==> src/rtl/exc_defs.sv <==
// Shared CP0 definitions for the exception sequencer: register numbers, ExcCodes,
// SR/Cause field positions, handler entry and the RUN/HANDLER state type.
package exc_defs;

  localparam logic [4:0] Cp0Sr    = 5'd12;
  localparam logic [4:0] Cp0Cause = 5'd13;
  localparam logic [4:0] Cp0Epc   = 5'd14;
  localparam logic [4:0] Cp0Prid  = 5'd15;

  localparam logic [4:0] ExcInt  = 5'd0;
  localparam logic [4:0] ExcAdel = 5'd4;
  localparam logic [4:0] ExcAdes = 5'd5;
  localparam logic [4:0] ExcRi   = 5'd10;
  localparam logic [4:0] ExcOv   = 5'd12;

  localparam int unsigned SrIeBit      = 0;
  localparam int unsigned SrExlBit     = 1;
  localparam int unsigned SrImLsb      = 10;
  localparam int unsigned SrImMsb      = 15;
  localparam int unsigned CauseCodeLsb = 2;
  localparam int unsigned CauseCodeMsb = 6;
  localparam int unsigned CauseIpLsb   = 10;
  localparam int unsigned CauseIpMsb   = 15;
  localparam int unsigned CauseBdBit   = 31;

  localparam logic [31:0] HandlerPcDefault = 32'h0000_4180;
  localparam logic [31:0] PridValDefault   = 32'h2021_0001;

  typedef enum logic {StRun, StHandler} exc_state_e;

endpackage

==> src/rtl/exc_prio_enc.sv <==
// Decides whether an exception is taken this cycle; an interrupt beats a
// synchronous exception and reports ExcCode 0.
module exc_prio_enc
  import exc_defs::*;
(
  input  logic [5:0] hw_int,
  input  logic [5:0] sr_im,
  input  logic       sr_ie,
  input  logic       sr_exl,
  input  logic       m_exc_valid,
  input  logic [4:0] m_exc_code,
  output logic       take,
  output logic [4:0] code,
  output logic       is_int
);

  assign is_int = (|(hw_int & sr_im)) & sr_ie & ~sr_exl;
  assign take   = is_int | m_exc_valid;
  assign code   = is_int ? ExcInt : m_exc_code;

endmodule

==> src/rtl/exc_flow_ctrl.sv <==
// Exception/interrupt sequencer at the M-stage commit point; owns SR/Cause/EPC/PRId.
// Define EXC_BD_EN to record branch-delay-slot faults (EPC = m_pc - 4, Cause.BD = 1).
module exc_flow_ctrl
  import exc_defs::*;
#(
  parameter logic [31:0] HANDLER_PC = HandlerPcDefault,
  parameter logic [31:0] PRID_VAL   = PridValDefault
) (
  input  logic        clk,
  input  logic        reset,
  input  logic [5:0]  hw_int,
  input  logic [31:0] m_pc,
  input  logic        m_exc_valid,
  input  logic [4:0]  m_exc_code,
  input  logic        m_bd,
  input  logic        m_mtc0,
  input  logic [4:0]  m_cp0_addr,
  input  logic [31:0] m_cp0_wdata,
  input  logic        d_eret,
  output logic [31:0] cp0_rdata,
  output logic        req,
  output logic [31:0] redirect_pc,
  output logic [31:0] epc_out,
  output logic        exl
);

  exc_state_e  state_q;
  logic [5:0]  sr_im_q;
  logic        sr_ie_q;
  logic        cause_bd_q;
  logic [5:0]  cause_ip_q;
  logic [4:0]  cause_code_q;
  logic [31:0] epc_q;

  logic        take;
  logic        is_int;
  logic [4:0]  code;
  logic [4:0]  code_new;
  logic [31:0] epc_new;
  logic        bd_new;
  logic        mtc0_epc;

  assign exl = (state_q == StHandler);

  exc_prio_enc u_prio (
    .hw_int      (hw_int),
    .sr_im       (sr_im_q),
    .sr_ie       (sr_ie_q),
    .sr_exl      (exl),
    .m_exc_valid (m_exc_valid),
    .m_exc_code  (m_exc_code),
    .take        (take),
    .code        (code),
    .is_int      (is_int)
  );

  assign req         = take & ~reset;
  assign redirect_pc = HANDLER_PC;
  assign code_new    = is_int ? ExcInt : code;

`ifdef EXC_BD_EN
  assign epc_new = m_bd ? (m_pc - 32'd4) : m_pc;
  assign bd_new  = m_bd;
`else
  logic unused_m_bd;
  assign unused_m_bd = m_bd;
  assign epc_new     = m_pc;
  assign bd_new      = 1'b0;
`endif

  // Bypass lets an eret in D see an EPC that is being written by mtc0 in M.
  assign mtc0_epc = m_mtc0 & (m_cp0_addr == Cp0Epc);
  assign epc_out  = mtc0_epc ? m_cp0_wdata : epc_q;

  always_ff @(posedge clk) begin
    if (reset) begin
      state_q      <= StRun;
      sr_im_q      <= '0;
      sr_ie_q      <= 1'b0;
      cause_bd_q   <= 1'b0;
      cause_ip_q   <= '0;
      cause_code_q <= '0;
      epc_q        <= '0;
    end else begin
      cause_ip_q <= hw_int;
      if (req) begin
        // A nested exception keeps the original EPC/BD so the first handler can return.
        cause_code_q <= code_new;
        state_q      <= StHandler;
        if (state_q == StRun) begin
          epc_q      <= epc_new;
          cause_bd_q <= bd_new;
        end
      end else begin
        if (m_mtc0) begin
          case (m_cp0_addr)
            Cp0Sr: begin
              sr_im_q <= m_cp0_wdata[SrImMsb:SrImLsb];
              sr_ie_q <= m_cp0_wdata[SrIeBit];
              state_q <= m_cp0_wdata[SrExlBit] ? StHandler : StRun;
            end
            Cp0Cause: cause_code_q <= m_cp0_wdata[CauseCodeMsb:CauseCodeLsb];
            Cp0Epc:   epc_q        <= m_cp0_wdata;
            default:  ;
          endcase
        end
        if (d_eret && (state_q == StHandler)) begin
          state_q <= StRun;
        end
      end
    end
  end

  always_comb begin
    cp0_rdata = '0;
    case (m_cp0_addr)
      Cp0Sr: begin
        cp0_rdata[SrImMsb:SrImLsb] = sr_im_q;
        cp0_rdata[SrExlBit]        = exl;
        cp0_rdata[SrIeBit]         = sr_ie_q;
      end
      Cp0Cause: begin
        cp0_rdata[CauseBdBit]                = cause_bd_q;
        cp0_rdata[CauseIpMsb:CauseIpLsb]     = cause_ip_q;
        cp0_rdata[CauseCodeMsb:CauseCodeLsb] = cause_code_q;
      end
      Cp0Epc:  cp0_rdata = epc_q;
      Cp0Prid: cp0_rdata = PRID_VAL;
      default: cp0_rdata = '0;
    endcase
  end

endmodule

==> config.mk <==
export PLATFORM = sky130hd
export DESIGN_NAME = exc_flow_ctrl
export DESIGN_NICKNAME = d
export VERILOG_FILES = /design/src/rtl/exc_defs.sv /design/src/rtl/exc_prio_enc.sv /design/src/rtl/exc_flow_ctrl.sv
export SDC_FILE = /design/constraint.sdc
export NUM_CORES = 1
export LEC_CHECK = 0
export ABC_AREA = 0
export ABC_CLOCK_PERIOD_IN_PS = 2900
export CORE_MARGIN = 2
export CORE_UTILIZATION = 42
export DETAILED_ROUTE_END_ITERATION = 8
export PLACE_DENSITY = 0.92
export SLEW_MARGIN = 20
export SYNTH_ARGS = -nofsm -noshare
export SYNTH_HDL_FRONTEND = slang
export SYNTH_HIERARCHICAL = 1
export SYNTH_SLANG_ARGS = --single-unit
==> constraint.sdc <==
create_clock -name clk -period 2.9 [get_ports clk]
set_input_delay 0.58 -clock clk [delete_from_list [all_inputs] [get_ports clk]]
set_output_delay 0.58 -clock clk [all_outputs]
set_load 0.05 [all_outputs]
* Yosys cells after proc, flatten, opt, wreduce, memory -nomap -nowiden *
Index checks and enable logic that the tools add are counted.

storage, ports and cells
  word-level logic and storage cells = 51
  bits in registers = 51
  input port bits = 86

operators by class
  mux-type cells = 20
  eq/ne operators = 5
  reduce and logical (&&, ||, !) cells = 11
  bitwise logic cells = 9

operators by type and width
  cell                number
  $mux 32             5
  $pmux 15 s2         1
  $eq 5x4->1 const B  4
  $mux 5              4
  $pmux 6 s3          1
  $pmux 5 s2          1
  $and 6x6->6         1
  $mux 1              6
  $pmux 2 s3          1
  $reduce_and 3->1    2
  $reduce_bool 2->1   3
  $reduce_bool 3->1   2
  $reduce_or 6->1     1
  $and 1x1->1         4
  $reduce_and 2->1    2
  $mux 3              1
  $not 1->1           3
  $ne 2x2->1 const B  1
  $logic_and 1x1->1   1
  $or 1x1->1          1

* Logic depth before layout (Yosys ltp) *
Gate-level depths: netlist (run 1).

  depth in word-level cells = 8
  depth in mapped cells = 8
  depth with buffers taken out = 6

* Cells and area by module *
Netlist (run 1), hierarchy kept.

by module, submodules not included
  module         instances  cells an instance  area each (um^2)  seq. area each (um^2)
  exc_flow_ctrl  1          408                3,915.0           1,021.0
  exc_prio_enc   1          11                 95.1              0.0

* Worst setup path before layout (run 1) *
Ideal clock, no wire load.

  path kind = in2out
  start = input port hw_int[3]
  end = output port req
  path slack = 0.194 ns
  cell stages on the path = 6
  required time = 2.320 ns
  data arrival time = 2.126 ns
  path through = a22oi_2 a311oi_4 or2_1 buf_2 inv_1 nor2_1

on the way
  cells in the longest elaborated chain, start to end = 6

ends and longest elaborated chain
  item                       line                 text
  start: declaration         exc_flow_ctrl.sv:11  input logic [5:0] hw_int,
  $and 6x6->6                exc_prio_enc.sv:17   assign is_int = (|(hw_int & sr_im)) & sr_ie & ~sr_exl;
  $reduce_or 6->1            exc_prio_enc.sv:17
  $and 1x1->1 (2 in series)  exc_prio_enc.sv:17
  named net is_int           exc_flow_ctrl.sv:36  logic is_int;
  $or 1x1->1                 exc_prio_enc.sv:18   assign take = is_int | m_exc_valid;
  named net take             exc_flow_ctrl.sv:35  logic take;
  $and 1x1->1                exc_flow_ctrl.sv:57  assign req = take & ~reset;
  end: declaration           exc_flow_ctrl.sv:21  output logic req,

The timed path passes the listed nets, and every way through them passes these cells.

* Worst setup path in the final report (run 1) *
  start = input port hw_int[1]
  end = output port req

The elaborated chain is that of the path after synthesis.

==> results.toml, run 1 <==
[detailed_routing]
drc = 0
vias = 3390
drtAntennaViolNets = 0
routed_wl_um = 11100
viasPerCell = 4.87
post_drt_wl_per_cell_um = 15.9
dr.first_iter.drc_count = 97
drtPass1Iterations = 4

[clock_tree]
cts_inserted_buffers = 5
cts.sinks = 51
cts-root-buf = "clkbuf_8"
clkTransAtPathRegs_ns = 0.10
clock_latency_ns = 0.30
clockBufferDepth = 2
tritoncts = "done"
htree_levels = 2

[setup_path]
crit_path_start_kind = "primary input"
slowest_delay_ns = 0.45
r2r_slack_ns = 0.68
cp-end-kind = "output port"
worstPathCellList = "clkdlybuf4s50_1, a22oi_1, a311oi_4, or2_2, inv_1, nor2_1, buf_12"
slowest_stage = "clkdlybuf4s50_1"
crit_arrival_ns = 2.24
critPathRequiredTime_ns = 2.32
cp_max_fo = 5
crit_family = "buffers and inverters"
path_class = "in -> out"
crit_buf_inv = 3

[sta]
clock_skew_ns = 0.0116
drv_slew = 0
finalSetupViolations = 0
holdWs_ns = 0.506
tightest_slew_ns = 0.549
hold_viol = 0
max_freq_ghz = 0.354
finalWorstSetupSlack_ns = 0.0766
rsz0062_at_grt = "false"
period_needed_ns = 2.82
post-route-period-util = 0.974
max_slew_margin = 0.633
setup_tns_ns = 0

[layout]
finalNonFillerCells = 696
final_util = 0.683
fill_cells = 645
fin_area_um2 = 6310
layout.nets = 652
diodes = 0
syn_to_final_growth_pct = 57.3
drive_gt1_frac = 0.319

[grt]
antenna_found_initial = 0
grt_pass1_wl_um = 17300
grtUsageTotal = 0.210
grt_max_degree = 39
grt.overflow.total = 0
grt_pass1_vias = 3563

[floorplanning]
ios = 184
dieWidth_um = 102
dieArea_um2 = 10300
fp-row-count = 35
core-area_um2 = 9240
die_h_um = 102
start_util = 0.434

[synthesis]
yosysUniqueCellTypes = 35
ys_seq_area_frac = 0.255
synth_ff_type = "dfxtp_1"
syn_area_um2 = 4010
yosysTopAreaCellShare = 0.255
synth_area_leader_cell = "dfxtp_1"
ys_ff_latch = 51
yosys-top-cells-area = "dfxtp_1, mux2_4, mux2i_1"
async_reset_ff_frac = 0
syn_inst = 419
ys_warn_count = 6
synth_edf_count = 0
syn_avg_cell_area_um2 = 9.57

[place]
place_area_um2 = 6190
port_buffers = 150
dpl_worst_slack_ns = -0.0528
hpwl_um = 8760
routabilityCongestion = 0.839
place_inst = 688

[hold_path]
hp-class = "reg -> reg"

[power_and_ir_drop]
p_leak_nw = 2.72
ir_worst_vdd_mv = 0.217
p_total_mw = 2.12
p_per_area_nw_per_um2 = 336

[run]
drv_cap = 0

[outcome]
status = "finished, final reports clean"
routing by layer:
| metal | track usage | part of all wire |
|---|---|---|
| met5 | 0 | 0 |
| met4 | 0.0468 | 0.012 |
| met3 | 0.0476 | 0.074 |
| met2 | 0.394 | 0.52 |
| met1 | 0.242 | 0.39 |
cells in the final DEF, fill, tap and decap left out, types with 2 or more instances in the layout:
cell,count
a21oi_1,17
a22oi_1,6
a22oi_2,2
and3_1,17
buf_12,68
buf_4,20
clkbuf_8,5
clkdlybuf4s50_1,84
conb_1,32
dfxtp_1,51
inv_1,3
mux2_2,9
mux2_4,60
mux2i_1,41
nand2_1,13
nand2b_1,19
nand3b_1,6
nor2_1,41
nor2b_1,50
nor3_1,2
or2_2,7
state kept, by name, summed over array words and instances (netlist names):
signal / flops
sr_ie_q: 1
cause_ip_q: 6
cause_code_q: 5
sr_im_q: 6
exl: 1
epc_q: 32
cell usage after synthesis, types with 6 or more instances:
library cell  instances
clkbuf_1             15
nand2_1              13
and3_1               17
mux2_4               60
nor2b_1              50
nand3b_1              6
nor2_1               41
mux2_2                9
or2_2                 6
dfxtp_1              51
buf_2                 8
a21oi_1              17
buf_4                32
a22oi_1               7
nand2b_1             19
mux2i_1              41
timing repair:
action / 4_1_cts / 5_1_grt
hold buffers: 0 / 0
setup endpoints to repair: 0 / 1
resized for setup: 0 / 1
setup buffers: 0 / 0
worst min-delay path, delay by kind of cell, from the launching register on:
family | cells | cell delay (ns)
simple gates | 1 | 0.07
flops | 1 | 0.34
mux | 1 | 0.06
worst paths after layout:
| path | from | to | depth (start not counted) |
|---|---|---|---|
| min | sr_im_q[4]$_SDFFE_PP0P_ | sr_im_q[4]$_SDFFE_PP0P_ | 2 |
| max reg2reg | sr_im_q[2]$_SDFFE_PP0P_ | epc_q[12]$_SDFFE_PP0P_ | 7 |
| max | hw_int[1] | req | 7 |
| min reg2reg | sr_im_q[4]$_SDFFE_PP0P_ | sr_im_q[4]$_SDFFE_PP0P_ | 2 |
cells by family after synthesis:
group / after synthesis / share of synthesized area
DFF: 51 / 0.255
buffers and inverters: 66 / 0.115
and+or+nand+nor: 159 / 0.219
muxes: 110 / 0.352
other: 2 / 0.00187
AOI/OAI and AO/OA: 31 / 0.0571
final cells by class:
cell class / count / area, um^2 / area share
Clock buffer: 5 / 68.8 / 0.0109
Clock inverter: 3 / 43.8 / 0.00694
Inverter: 3 / 11.3 / 0.00178
Multi-Input combinational cell: 332 / 2650 / 0.419
Sequential cell: 51 / 1020 / 0.162
Tap cell: 129 / 161 / 0.0256
Timing Repair Buffer: 173 / 2360 / 0.374
power by group:
| group | internal [mW] | switching (mW) | total (mW) |
|---|---|---|---|
| Clock | 0.257 | 0.240 | 0.497 |
| Combinational | 0.419 | 0.431 | 0.849 |
| Sequential | 0.743 | 0.0288 | 0.772 |
No activity file was read; power rests on OpenSTA's default activity.
==> run 2, diff against run 1 <==
--- a/config.mk
+++ b/config.mk
@@ -6,7 +6,7 @@
 export NUM_CORES = 1
 export LEC_CHECK = 0
 export ABC_AREA = 0
-export ABC_CLOCK_PERIOD_IN_PS = 2900
+export ABC_CLOCK_PERIOD_IN_PS = 2700
 export CORE_MARGIN = 2
 export CORE_UTILIZATION = 42
 export DETAILED_ROUTE_END_ITERATION = 8
==> constraint.sdc (replaced) <==
create_clock -name clk -period 2.7 [get_ports clk]
set_input_delay 0.54 -clock clk [delete_from_list [all_inputs] [get_ports clk]]
set_output_delay 0.54 -clock clk [all_outputs]
set_load 0.05 [all_outputs]
==> run 2 against run 1 <==
  * Die area unchanged
  * Critical endpoint unchanged
  * Critical path depth up 1
  * Cell count up 1.3%
==> results.toml, run 2 (synthesis gave the netlist of run 1 again) <==
[outcome]
status = "finished, final reports clean"

[grt]
grt_pass1_vias = 3651
grt.overflow.total = 0
antenna_found_initial = 0
grt_max_degree = 39
grtUsageTotal = 0.218
grt_pass1_wl_um = 17800

[place]
dpl_worst_slack_ns = -0.155
routabilityCongestion = 0.848
port_buffers = 150
hpwl_um = 8870

[sta]
period_needed_ns = 2.62
max_freq_ghz = 0.381
max_slew_margin = 0.638
tightest_slew_ns = 0.543
finalWorstSetupSlack_ns = 0.0787
post-route-period-util = 0.971
finalSetupViolations = 0
drv_slew = 0
holdWs_ns = 0.513
clock_skew_ns = 0.00891
hold_viol = 0
rsz0062_at_grt = "false"

[layout]
layout.nets = 661
syn_to_final_growth_pct = 59.8
final_cell_mix = "clkdlybuf4s50_1, buf_12, mux2_4"
largest_reg_flops = 32
final_common_cell = "clkdlybuf4s50_1"
regMostFlops = "epc_q"
reg_top3 = "epc_q x32, cause_ip_q x6, sr_im_q x6"
diodes = 0
drive_gt1_frac = 0.333
fill_cells = 689

[power_and_ir_drop]
seq_power_share = 0.373
p_sw_mw = 0.779
p_per_area_nw_per_um2 = 347
p_int_mw = 1.44
p_sw_frac = 0.351
p_clk_frac = 0.213
combPwrFrac = 0.414
p_leak_nw = 2.80
ir_worst_vdd_mv = 0.256

[clock_tree]
cts.sinks = 51
cts_inserted_buffers = 5
tritoncts = "done"
clock_latency_ns = 0.31
postCtsHoldBufs = 0
cts-root-buf = "clkbuf_8"
clockBufferDepth = 2
htree_levels = 2
clkTransAtPathRegs_ns = 0.10

[setup_path]
slowest_delay_ns = 0.51
cp-end-kind = "output port"
crit_buf_inv = 4
crit_path_start_kind = "primary input"
cp_max_fo = 3
critPathRequiredTime_ns = 2.16
cp.depth = 8
r2r_slack_ns = 0.45
crit_arrival_ns = 2.08
rr_endpoint = "epc_q[11]$_SDFFE_PP0P_"
r2r_cells = 8
slowest_stage = "clkdlybuf4s50_1"
rr_startpoint = "sr_im_q[0]$_SDFFE_PP0P_"
crit_family = "buffers and inverters"
worstPathCellList = "clkdlybuf4s50_1, a22oi_2, buf_4, a311oi_4, or2_4, inv_2, nor2_2, buf_12"
path_class = "in -> out"

[floorplanning]
dieArea_um2 = 10300
core-area_um2 = 9240
ios = 184
die_h_um = 102
fp-row-count = 35
start_util = 0.434
dieWidth_um = 102

[detailed_routing]
drtPass1Iterations = 5
drc = 0
post_drt_wl_per_cell_um = 16.3
drtAntennaViolNets = 0
viasPerCell = 4.88
vias = 3437
dr.first_iter.drc_count = 73
routed_wl_um = 11500

[run]
drv_cap = 0

[hold_path]
whs_path_depth = 2
hp-start = "sr_im_q[0]$_SDFFE_PP0P_"
whs_endpoint = "sr_im_q[0]$_SDFFE_PP0P_"
hp-class = "reg -> reg"
==> run 2: worst max path at each step <==
stage                    from                     end  slack (ns)
finish              hw_int[2]                     req        0.08
detailed placement  hw_int[2]  epc_q[11]$_SDFFE_PP0P_       -0.15
global placement    hw_int[2]  epc_q[12]$_SDFFE_PP0P_       -0.16
floorplan           hw_int[3]                     req        0.07
global route        hw_int[2]                     req       0.002
CTS                    m_mtc0              epc_out[6]       -0.02
==> run 2: metal layers <==
layer	up-vias	part of all wire	global-route usage	routed length, um
li1	1669	-	-	-
met1	1610	0.41	0.258	4730
met2	141	0.51	0.403	5850
met3	17	0.067	0.0455	764
met4	0	0.013	0.0437	146
met5	-	0	0	0
==> run 2: worst reg2reg max path, stage by stage, from the launching register on <==
cell and delay [ns]:
dfxtp_1 0.34, a22oi_1 0.30, a311oi_4 0.15, or2_4 0.28
buf_4 0.14, nor2b_1 0.15, a31oi_4 0.21, buf_4 0.22
mux2_2 0.35
==> run 2: area by class of cell <==
cell class,count,area [um^2],share of cell area
Clock buffer,5,68.8,0.0107
Clock inverter,3,26.3,0.00410
Inverter,3,11.3,0.00176
Multi-Input combinational cell,332,2660,0.415
Sequential cell,51,1020,0.159
Tap cell,129,161,0.0252
Timing Repair Buffer,182,2460,0.384
==> run 2: per-stage QoR <==
step                      power [mW]  TNS (ns)  std cells  utilization  instance area, um^2
final                           2.22         0        705        0.693                 6410
after global routing            2.32         0        705        0.693                 6410
after global placement          1.74     -5.00        693        0.673                 6220
after floorplan                 1.41         0        449            -                 4120
after detailed placement        1.76     -4.66        693        0.673                 6220
after CTS                       2.24    -0.103        704        0.690                 6370
==> run 2: power by group through the flow <==
stage / clock network (mW) / logic, mW / registers, mW
3_3_place_gp: 0 / 0.893 / 0.843
3_5_place_dp: 0 / 0.913 / 0.846
2_1_floorplan: 0 / 0.572 / 0.838
6_report: 0.472 / 0.920 / 0.830
5_1_grt: 0.517 / 0.967 / 0.835
4_1_cts: 0.488 / 0.919 / 0.829
==> run 2: what timing repair did <==
action / in CTS / in global routing
setup buffers: 2 / 1
endpoints found under the setup margin: 27 / 19
cloned: 1 / 0
resized for setup: 7 / 7
pin swaps: 0 / 2
==> run 3, diff against run 2 <==
--- a/config.mk
+++ b/config.mk
@@ -10,9 +10,8 @@
 export CORE_MARGIN = 2
 export CORE_UTILIZATION = 42
 export DETAILED_ROUTE_END_ITERATION = 8
-export PLACE_DENSITY = 0.92
+export PLACE_DENSITY = 0.93
 export SLEW_MARGIN = 20
 export SYNTH_ARGS = -nofsm -noshare
 export SYNTH_HDL_FRONTEND = slang
-export SYNTH_HIERARCHICAL = 1
 export SYNTH_SLANG_ARGS = --single-unit
==> run 3 against run 2 <==
  * Clock skew is 0.0045 ns higher
  * Largest cell class unchanged
  * Utilization is 5.3 points lower
  * Die area is 1.4% lower
  * Via count is 7.1% higher
  * Sequential share of layout area is 1.4 points higher
  * Global-route usage is 2.1 points higher
  * Non-clock buffer count is 2 lower
==> results.toml, run 3 <==
[synthesis]
ys_ff_latch = 51
synth_edf_count = 0
synthTopCellsByCount = "dfxtp_1, inv_1, buf_4, a21oi_1, mux2_2"
yosys-top-cells-area = "dfxtp_1, a221oi_2, mux2_2"
ys_warn_count = 0
yosysUniqueCellTypes = 43
syn_area_um2 = 3950
async_reset_ff_frac = 0
yosysTopAreaCellShare = 0.258
syn_avg_cell_area_um2 = 9.88
ys_seq_area_frac = 0.258
synth_area_leader_cell = "dfxtp_1"
synth_ff_type = "dfxtp_1"
synth.most_common_cell = "dfxtp_1"
syn_inst = 400

[hold_path]
whs_path_depth = 2
whs_endpoint = "sr_im_q[4]$_SDFFE_PP0P_"
hp-class = "reg -> reg"
hp-start = "sr_im_q[4]$_SDFFE_PP0P_"

[detailed_routing]
drtAntennaViolNets = 0
drc = 0
routed_wl_um = 12500
drtPass1Iterations = 5
vias = 3681
dr.first_iter.drc_count = 166
post_drt_wl_per_cell_um = 19.0
viasPerCell = 5.59

[sta]
rsz0062_at_grt = "false"
holdWs_ns = 0.543
max_freq_ghz = 0.393
hold_viol = 0
finalWorstSetupSlack_ns = 0.155
clock_skew_ns = 0.0134
finalSetupViolations = 0
max_slew_margin = 0.563
post-route-period-util = 0.943
drv_slew = 0
period_needed_ns = 2.54
tightest_slew_ns = 0.649

[setup_path]
path_class = "in -> out"
crit_arrival_ns = 2.00
rr_startpoint = "sr_im_q[1]$_SDFFE_PP0P_"
worstPathCellList = "clkdlybuf4s50_1, nand2_2, buf_12, mux2_2, buf_4"
r2r_slack_ns = 0.89
cp-end-kind = "output port"
critPathRequiredTime_ns = 2.16
crit_family = "buffers and inverters"
crit_path_start_kind = "primary input"
slowest_delay_ns = 0.53
cp_max_fo = 19
crit_buf_inv = 3
rr_endpoint = "cause_code_q[0]$_SDFFE_PP0P_"
r2r_cells = 4
slowest_stage = "clkdlybuf4s50_1"

[grt]
use_met3 = 0.0416
met2_usage = 0.435
grtUsageTotal = 0.239
top_usage_layer = "met2"
use_met1 = 0.279
grt_pass1_wl_um = 19400
antenna_found_initial = 1
grt.overflow.total = 0
grt_max_degree = 45
grt_pass1_vias = 3760

[place]
hpwl_um = 9320
dpl_worst_slack_ns = -0.0944
port_buffers = 150
routabilityCongestion = 0.927

[outcome]
status = "finished, final reports clean"

[power_and_ir_drop]
ir_worst_vdd_mv = 0.254
p_per_area_nw_per_um2 = 334
p_total_mw = 1.96
p_leak_nw = 2.45

[clock_tree]
tritoncts = "done"
clkTransAtPathRegs_ns = 0.10
cts-root-buf = "clkbuf_8"
clock_latency_ns = 0.31
cts_inserted_buffers = 5
postCtsHoldBufs = 0
htree_levels = 2
cts.sinks = 51
clockBufferDepth = 2

[floorplanning]
fp-row-count = 35
dieWidth_um = 101
dieArea_um2 = 10200
start_util = 0.430
die_h_um = 101
ios = 184
core-area_um2 = 9200

[run]
drv_cap = 0

[layout]
reg_top3 = "epc_q x32, cause_ip_q x6, sr_im_q x6"
regMostFlops = "epc_q"
final_common_cell = "clkdlybuf4s50_1"
layout.nets = 631
largest_reg_flops = 32
syn_to_final_growth_pct = 49.0
drive_gt1_frac = 0.392
final_cell_mix = "clkdlybuf4s50_1, buf_4, dfxtp_1"
[run 3: cell types whose count changed in the layout (fill, tap and decap cells not counted), sizes merged, moves of 31 or more]
cell    previous run  this run
mux2i             41         1
inv                5        48
nor2              41         8
nor2b             51         8
mux2              69        32
a221oi             1        32
o31ai              0        32
[run 3: worst reg2reg max path, delay by kind of cell (launching register included)]
| kind | cells | cell delay, ns |
|---|---|---|
| AND/OR/NAND/NOR | 1 | 0.39 |
| flip-flops | 1 | 0.36 |
| AO/OA/AOI/OAI | 3 | 0.96 |
[run 3: worst max-delay path by stage]
stage / startpoint / endpoint / slack (ns) / cells past startpoint
after floorplan: m_cp0_addr[0] / cp0_rdata[0] / 0.24 / 3
after global placement: m_cp0_addr[1] / cp0_rdata[10] / -0.06 / 6
after detailed placement: m_cp0_addr[1] / cp0_rdata[13] / -0.09 / 6
after CTS: m_cp0_addr[2] / cp0_rdata[13] / 0.02 / 7
after global routing: m_cp0_addr[1] / cp0_rdata[12] / 0.08 / 7
final: m_mtc0 / epc_out[27] / 0.16 / 5
[run 3: through the flow]
step / setup TNS (ns) / instances / instance area [um^2] / utilization
final: 0 / 658 / 5890 / 0.640
after global routing: 0 / 658 / 5890 / 0.640
after CTS: 0 / 656 / 5870 / 0.638
after detailed placement: -1.87 / 648 / 5770 / 0.627
after global placement: -0.992 / 648 / 5770 / 0.627
after floorplan: 0 / 430 / 4060 / -
[run 3: power by group]
part	total (mW)	switching, mW	leakage, nW	internal, mW
clock network	0.463	0.279	0.0483	0.184
registers	0.814	0.0269	0.416	0.788
logic	0.686	0.413	1.99	0.273
[run 3: kinds of logic (layout without fill, tap and decap cells)]
kind of cell,count (synthesis),count (layout),share of synthesized area
compound gates,143,143,0.390
buf+inv,119,235,0.168
flops,51,51,0.258
mux,33,33,0.0937
other cells,2,33,0.00190
simple gates,52,52,0.0874
[run 3: per-layer routing]
metal | part of all wire | wire length [um]
met3 | 0.065 | 808
met2 | 0.51 | 6400
met1 | 0.39 | 4870
met5 | 0 | 0
met4 | 0.033 | 410
[run 3: layout make-up]
class	count	area, um^2
clock buffers	5	68.8
diodes	1	2.50
fillers	701	3310
repair buffers	180	2060
multi-input cells	260	2400
inverters	47	176
clock inverters	3	18.8
well taps	111	139
flip-flops and latches	51	1020
[run 3: timing repair]
item	4_1_cts	5_1_grt
endpoints found under the setup margin	43	39
buffers inserted	0	1
pin swaps	1	2
gates resized for setup	5	4
